===== config.mk =====
export PLATFORM = sky130hd
export DESIGN_NAME = conv2d_engine_flat
export DESIGN_NICKNAME = d
export VERILOG_FILES = /design/src/rtl/conv2d_engine_if.sv /design/src/rtl/conv2d_engine.sv /design/src/flat_wrapper.sv
export SDC_FILE = /design/constraint.sdc
export NUM_CORES = 2
export LEC_CHECK = 0
export BUFFER_PORTS_ARGS = -buffer_cell sky130_fd_sc_hd__buf_2
export CORE_UTILIZATION = 53
export DETAILED_ROUTE_END_ITERATION = 8
export PLACE_DENSITY_LB_ADDON = 0.15
export SETUP_SLACK_MARGIN = 0.05
export SYNTH_ARGS = -nofsm -noshare
export SYNTH_HDL_FRONTEND = slang
export SYNTH_SLANG_ARGS = --single-unit

===== constraint.sdc =====
create_clock -name clk -period 29 [get_ports clk]
set_clock_uncertainty 0.2 [all_clocks]
set_input_delay 5.8 -clock clk [delete_from_list [all_inputs] [get_ports clk]]
set_output_delay 5.8 -clock clk [all_outputs]
set_load 0.1 [all_outputs]

===== src/rtl/conv2d_engine_if.sv =====
// Control, operand and result signals of the 2-D convolution engine.
// The requester side drives start/operands; the engine drives results and status.
interface conv2d_engine_if #(
  parameter int DATA_W = 8,
  parameter int K      = 3,
  parameter int TILE   = 6,
  parameter int OUT_W  = 16
);
  localparam int OUT  = TILE - K + 1;
  localparam int RC_W = (OUT > 1) ? $clog2(OUT) : 1;

  logic                                     start;
  logic                                     signed_mode;
  logic                                     relu_en;
  logic [TILE-1:0][TILE-1:0][DATA_W-1:0]    input_tile;
  logic [K-1:0][K-1:0][DATA_W-1:0]          kernel;
  logic [OUT-1:0][OUT-1:0][OUT_W-1:0]       c;
  logic                                     out_valid;
  logic [RC_W-1:0]                          out_row;
  logic [RC_W-1:0]                          out_col;
  logic [OUT_W-1:0]                         out_data;
  logic                                     busy;
  logic                                     done;
  logic                                     sat_flag;

  modport master (
    output start, signed_mode, relu_en, input_tile, kernel,
    input  c, out_valid, out_row, out_col, out_data, busy, done, sat_flag
  );

  modport slave (
    input  start, signed_mode, relu_en, input_tile, kernel,
    output c, out_valid, out_row, out_col, out_data, busy, done, sat_flag
  );
endinterface


===== src/rtl/conv2d_engine.sv =====
// Sequential K x K convolution over a TILE x TILE window, one MAC per cycle,
// with optional ReLU and saturation of each result to OUT_W bits.
module conv2d_engine #(
  parameter int DATA_W = 8,
  parameter int K      = 3,
  parameter int TILE   = 6,
  parameter int OUT_W  = 16,
  parameter int ACC_W  = 2*DATA_W + $clog2(K*K) + 1
) (
  input  logic           clk,
  input  logic           rst,
  conv2d_engine_if.slave bus
);
  // state | meaning
  // IDLE  | waiting for start, operands not yet captured
  // MAC   | one product accumulated per cycle, n inner, m outer
  // WRITE | result for (row, col) finalised, stored and streamed
  // DONE  | run complete, done pulse follows
  typedef enum logic [1:0] {IDLE, MAC, WRITE, DONE} state_t;

  localparam int OUT  = TILE - K + 1;
  localparam int RC_W = (OUT > 1) ? $clog2(OUT) : 1;
  localparam int M_W  = (K > 1) ? $clog2(K) : 1;
  localparam int T_W  = (TILE > 1) ? $clog2(TILE) : 1;
  localparam int P_W  = 2*DATA_W;

  localparam logic [M_W-1:0]  K_LAST   = M_W'(K - 1);
  localparam logic [RC_W-1:0] OUT_LAST = RC_W'(OUT - 1);

  localparam logic signed [ACC_W-1:0] SMAX = {{(ACC_W-OUT_W+1){1'b0}}, {(OUT_W-1){1'b1}}};
  localparam logic signed [ACC_W-1:0] SMIN = {{(ACC_W-OUT_W+1){1'b1}}, {(OUT_W-1){1'b0}}};
  localparam logic signed [ACC_W-1:0] UMAX = {{(ACC_W-OUT_W){1'b0}}, {OUT_W{1'b1}}};

  state_t                                state;
  logic [TILE-1:0][TILE-1:0][DATA_W-1:0] tile_q;
  logic [K-1:0][K-1:0][DATA_W-1:0]       kern_q;
  logic                                  signed_q;
  logic                                  relu_q;
  logic [RC_W-1:0]                       row, col;
  logic [M_W-1:0]                        m, n;
  logic signed [ACC_W-1:0]               acc;

  logic [T_W-1:0]          ti, tj;
  logic [DATA_W-1:0]       pix, kw;
  logic signed [P_W-1:0]   prod_s;
  logic [P_W-1:0]          prod_u;
  logic signed [ACC_W-1:0] prod_ext;
  logic signed [ACC_W-1:0] relu_v;
  logic [OUT_W-1:0]        res;
  logic                    sat;

  always_comb begin
    ti       = T_W'(row) + T_W'(m);
    tj       = T_W'(col) + T_W'(n);
    pix      = tile_q[ti][tj];
    kw       = kern_q[m][n];
    prod_s   = $signed(pix) * $signed(kw);
    prod_u   = pix * kw;
    prod_ext = signed_q ? {{(ACC_W-P_W){prod_s[P_W-1]}}, prod_s}
                        : {{(ACC_W-P_W){1'b0}}, prod_u};
  end

  // ReLU is applied before the clamp, so a clamped negative never reaches saturation logic
  always_comb begin
    relu_v = (relu_q && acc[ACC_W-1]) ? '0 : acc;
    res    = relu_v[OUT_W-1:0];
    sat    = 1'b0;
    if (signed_q) begin
      if (relu_v > SMAX) begin
        res = SMAX[OUT_W-1:0];
        sat = 1'b1;
      end else if (relu_v < SMIN) begin
        res = SMIN[OUT_W-1:0];
        sat = 1'b1;
      end
    end else begin
      if (relu_v[ACC_W-1]) begin
        res = '0;
        sat = 1'b1;
      end else if (relu_v > UMAX) begin
        res = UMAX[OUT_W-1:0];
        sat = 1'b1;
      end
    end
  end

  always_ff @(posedge clk or posedge rst) begin
    if (rst) begin
      state        <= IDLE;
      tile_q       <= '0;
      kern_q       <= '0;
      signed_q     <= 1'b0;
      relu_q       <= 1'b0;
      row          <= '0;
      col          <= '0;
      m            <= '0;
      n            <= '0;
      acc          <= '0;
      bus.c        <= '0;
      bus.out_valid <= 1'b0;
      bus.out_row  <= '0;
      bus.out_col  <= '0;
      bus.out_data <= '0;
      bus.busy     <= 1'b0;
      bus.done     <= 1'b0;
      bus.sat_flag <= 1'b0;
    end else begin
      bus.out_valid <= 1'b0;
      bus.done      <= 1'b0;
      case (state)
        IDLE: begin
          if (bus.start) begin
            tile_q       <= bus.input_tile;
            kern_q       <= bus.kernel;
            signed_q     <= bus.signed_mode;
            relu_q       <= bus.relu_en;
            bus.sat_flag <= 1'b0;
            acc          <= '0;
            row          <= '0;
            col          <= '0;
            m            <= '0;
            n            <= '0;
            bus.busy     <= 1'b1;
            state        <= MAC;
          end
        end
        MAC: begin
          acc <= acc + prod_ext;
          if (n == K_LAST) begin
            n <= '0;
            if (m == K_LAST) begin
              m     <= '0;
              state <= WRITE;
            end else begin
              m <= m + 1'b1;
            end
          end else begin
            n <= n + 1'b1;
          end
        end
        WRITE: begin
          bus.c[row][col] <= res;
          bus.out_data    <= res;
          bus.out_row     <= row;
          bus.out_col     <= col;
          bus.out_valid   <= 1'b1;
          if (sat) bus.sat_flag <= 1'b1;
          acc   <= '0;
          state <= MAC;
          if (col == OUT_LAST) begin
            col <= '0;
            if (row == OUT_LAST) begin
              row   <= '0;
              state <= DONE;
            end else begin
              row <= row + 1'b1;
            end
          end else begin
            col <= col + 1'b1;
          end
        end
        DONE: begin
          bus.done <= 1'b1;
          bus.busy <= 1'b0;
          state    <= IDLE;
        end
        default: begin
          bus.busy <= 1'b0;
          state    <= IDLE;
        end
      endcase
    end
  end
endmodule


===== src/flat_wrapper.sv =====
// flat-port wrapper written by rule: the top's interface ports become plain ports
module conv2d_engine_flat 
#(
  parameter int DATA_W = 8,
  parameter int K      = 3,
  parameter int TILE   = 6,
  parameter int OUT_W  = 16,
  parameter int ACC_W  = 2*DATA_W + $clog2(K*K) + 1
)
  (clk, rst, bus_start, bus_signed_mode, bus_relu_en, bus_input_tile, bus_kernel, bus_c, bus_out_valid, bus_out_row, bus_out_col, bus_out_data, bus_busy, bus_done, bus_sat_flag);
  conv2d_engine_if #(.DATA_W(DATA_W), .K(K), .TILE(TILE), .OUT_W(OUT_W)) bus_i ();
  input  logic clk;
  input  logic rst;
  input wire logic [$bits(bus_i.start)-1:0] bus_start;
  input wire logic [$bits(bus_i.signed_mode)-1:0] bus_signed_mode;
  input wire logic [$bits(bus_i.relu_en)-1:0] bus_relu_en;
  input wire logic [$bits(bus_i.input_tile)-1:0] bus_input_tile;
  input wire logic [$bits(bus_i.kernel)-1:0] bus_kernel;
  output wire logic [$bits(bus_i.c)-1:0] bus_c;
  output wire logic [$bits(bus_i.out_valid)-1:0] bus_out_valid;
  output wire logic [$bits(bus_i.out_row)-1:0] bus_out_row;
  output wire logic [$bits(bus_i.out_col)-1:0] bus_out_col;
  output wire logic [$bits(bus_i.out_data)-1:0] bus_out_data;
  output wire logic [$bits(bus_i.busy)-1:0] bus_busy;
  output wire logic [$bits(bus_i.done)-1:0] bus_done;
  output wire logic [$bits(bus_i.sat_flag)-1:0] bus_sat_flag;
  assign bus_i.start = bus_start;
  assign bus_i.signed_mode = bus_signed_mode;
  assign bus_i.relu_en = bus_relu_en;
  assign bus_i.input_tile = bus_input_tile;
  assign bus_i.kernel = bus_kernel;
  assign bus_c = bus_i.c;
  assign bus_out_valid = bus_i.out_valid;
  assign bus_out_row = bus_i.out_row;
  assign bus_out_col = bus_i.out_col;
  assign bus_out_data = bus_i.out_data;
  assign bus_busy = bus_i.busy;
  assign bus_done = bus_i.done;
  assign bus_sat_flag = bus_i.sat_flag;
  conv2d_engine #(.DATA_W(DATA_W), .K(K), .TILE(TILE), .OUT_W(OUT_W), .ACC_W(ACC_W)) u_core (.clk(clk), .rst(rst), .bus(bus_i));
endmodule

==> metrics <==
status finished, final reports clean; r2r setup slk 18.71 ns; CP delay by family, top adder cells; Detail Placement HPWL 73600 µm; initial antenna violation count 13; DR top layer met5; Filler cells 5246; Crit. path cell count 33; worst-path fanout max 52; Max-slew headroom 19.1%; Avg Cell Area, Syn 9.43 µm²; Initial Util 53.5%; Rows 91; WP data required 29.31 ns; I/O pin total 645; Multi-input gate area 0.0147 mm²; total number of vias 26500; Worst path slowest cell buf_4; largest net degree at the start of global routing 239; Via-to-Cell Ratio 5.37; 1st-iter DRT viols 2205; hold depth 2; final wirelength 99400 µm; storage element area 0.0168 mm²; layout cells sized above 1 22.5%; clock latency on the worst-skew pair 0.61 ns; GRT Residual Overflow 0; syn nets 4033; clock slew at reported path FFs 0.06 ns; CP Capture Type register; fmax 0.0971 GHz; Yosys top cell by area dfrtp_1; Hold Vio Cnt, Final 0; Cells after Synth 3491; Crit Reg-Reg Startpoint u_core.m[0]$_DFFE_PP0P_; vias in the first global route 26000; DR DRC count 0; RSZ-0062 raised after global routing false; met3 wire length 7270 µm; CTS tree yes; top-area cell type share of the netlist area 51.1%; area grow syn2layout 18.4%; Worst Hold End u_core.kern_q[22]$_DFFE_PP0P_; Die ar. 0.0631 mm²; router iterations before antenna repair 5; gr usage total 32.0%; Synth Register Bits 673; Post-Syn Area 0.0329 mm²; CP bufs+invs 5; Metal-1 WL 41200 µm; WL/cell 20.1 µm; post-cts resize count 0; global-route wire length before repair 154000 µm; worst slew pin tran 1.21 ns; Pins Over Slew Limit 0; Fin Setup TNS 0 ns; synth top area cells dfrtp_1 51%, nand2_1 16%, mux4_2 5.5%; Setup violations, final 0; Worst path max stage delay 0.81 ns; Post-synth EDFFs 0; hold-fix buffers at CTS 0; Yosys cell types 55; CTS max path bufs 3; Clk Tree Root Cell clkbuf_16; antenna viol nets, final 0; Setup Crit Path Kind reg2reg; YS warnings 0; H-tree depth 3; CTS sink count 673; r2r worst-path depth 33; hold_sp u_core.kern_q[22]$_DFFE_PP0P_; postcts setup bufs 0; Hold Crit Class reg2reg; IO Port Bufs 644; CTS Buf Count 68; critical path arrival 10.60 ns; RR Endpoint u_core.acc[20]$_DFFE_PP0P_; Die Wd 251 µm; Top FF cell, synth dfrtp_1; routability cong. 0.903; Max Cap Viol 0; core area 0.0616 mm²; final layout net count 4581; Startpoint Class register; Die Height 251 µm; Period Utilization, post-route 35.5%; metal2 WL 47200 µm; Seq/Total Area, Yosys 51.1%; fraction of registers with async set/reset 100%; Period minus WS final 10.29 ns
==> per-layer routing <==
| layer | vias to the layer above | track usage (%) |
|---|---|---|
| li1 | 12400 | - |
| met1 | 12900 | 43.1 |
| met2 | 1038 | 51.6 |
| met3 | 196 | 5.71 |
| met4 | 6 | 13.0 |
| met5 | - | 0 |
==> worst reg2reg max path: cells and delay by family, from the launching register on <==
family          cells  cell delay (ns)
fa+ha+maj           7             3.35
xor+xnor            2             0.28
flops               1             0.55
compound gates      9             1.76
mux                 3             1.48
simple gates        7             1.52
buf+inv             5             1.05
==> cell usage in the layout (no fill, tap or decap), types with 6 or more instances in the layout <==
master,instances
nand2_1,1429
dfrtp_1,673
buf_2,644
o21ai_0,252
inv_1,179
fa_1,88
ha_1,86
o21ai_1,84
mux4_2,80
nor2_1,69
clkbuf_16,68
a21oi_1,45
buf_4,30
xnor2_1,24
nand3_1,23
clkbuf_1,20
mux2i_1,18
xor2_1,17
nor3_1,17
mux2_2,17
or2_1,17
a21oi_2,16
a221oi_1,15
a22o_1,12
clkinv_2,12
diode_2,11
clkbuf_8,11
nand2b_1,10
a21o_1,10
mux2_1,10
inv_2,8
o21a_1,8
a22oi_4,8
nor2b_1,7
or3_1,6
a211oi_1,6
==> cell families (layout without fill, tap and decap cells) <==
| family | Yosys count | after routing | synth area share [%] |
|---|---|---|---|
| buffers and inverters | 386 | 985 | 4.58 |
| xor gates and xnor gates | 41 | 41 | 1.09 |
| other | 0 | 11 | 0 |
| muxes | 125 | 125 | 6.94 |
| adders and majority gates | 177 | 177 | 8.75 |
| DFF | 673 | 673 | 51.1 |
| and+or+nand+nor | 1598 | 1598 | 18.8 |
| AOI/OAI and AO/OA | 491 | 491 | 8.68 |
==> registers in the layout (all words and copies together) (netlist names), 2 cells and up <==
signal	flops
u_core.bus.out_row	2
u_core.m	2
u_core.n	2
u_core.tile_q	288
u_core.state	2
u_core.kern_q	72
u_core.bus.c	256
u_core.bus.out_data	16
u_core.row	2
u_core.col	2
u_core.bus.out_col	2
u_core.acc	21
==> final cells by class <==
cell class	instances	area share, %
antenna	11	0.0706
clock buffer	99	4.94
clock inverter	22	0.651
inverter	188	1.83
multi-input combinational	2432	37.7
sequential	673	43.2
tap	837	2.69
timing repair buffer	676	8.94
==> worst max path at each step <==
| stage | endpoint | startpoint | slack [ns] |
|---|---|---|---|
| 2_1_floorplan | u_core.acc[0]$_DFFE_PP0P_ | rst | 4.14 |
| 4_1_cts | u_core.acc[20]$_DFFE_PP0P_ | u_core.m[0]$_DFFE_PP0P_ | 18.71 |
| 6_report | u_core.acc[20]$_DFFE_PP0P_ | u_core.m[0]$_DFFE_PP0P_ | 18.71 |
| 5_1_grt | u_core.acc[20]$_DFFE_PP0P_ | u_core.m[0]$_DFFE_PP0P_ | 18.12 |
| 3_3_place_gp | u_core.acc[20]$_DFFE_PP0P_ | u_core.m[0]$_DFFE_PP0P_ | 18.94 |
| 3_5_place_dp | u_core.acc[20]$_DFFE_PP0P_ | u_core.m[0]$_DFFE_PP0P_ | 18.75 |
==> per-stage QoR <==
| step | cell area (µm²) | setup slack [ns] | instances | hold slack [ns] | util (%) |
|---|---|---|---|---|---|
| after detailed placement | 36800 | 18.75 | 4806 | 0.258 | 59.7 |
| after CTS | 39000 | 18.71 | 4927 | 0.273 | 63.3 |
| final | 39000 | 18.71 | 4938 | 0.272 | 63.3 |
| after floorplan | 32900 | 4.14 | 3491 | 0.238 | - |
| after global routing | 39000 | 18.12 | 4932 | 0.286 | 63.3 |
| after global placement | 36800 | 18.94 | 4806 | 0.251 | 59.7 |
==> Yosys cell counts, types with 24 or more instances <==
master    instances
ha_1             88
nor2_1           69
o21ai_0         252
inv_1           180
a21oi_1          61
clkbuf_1        172
mux4_2           80
dfrtp_1         673
o21ai_1          84
fa_1             89
nand2_1        1430
xnor2_1          24
Power is not shown: default switching activity piles up to over one toggle a cycle in this logic, so the estimate is an artifact.
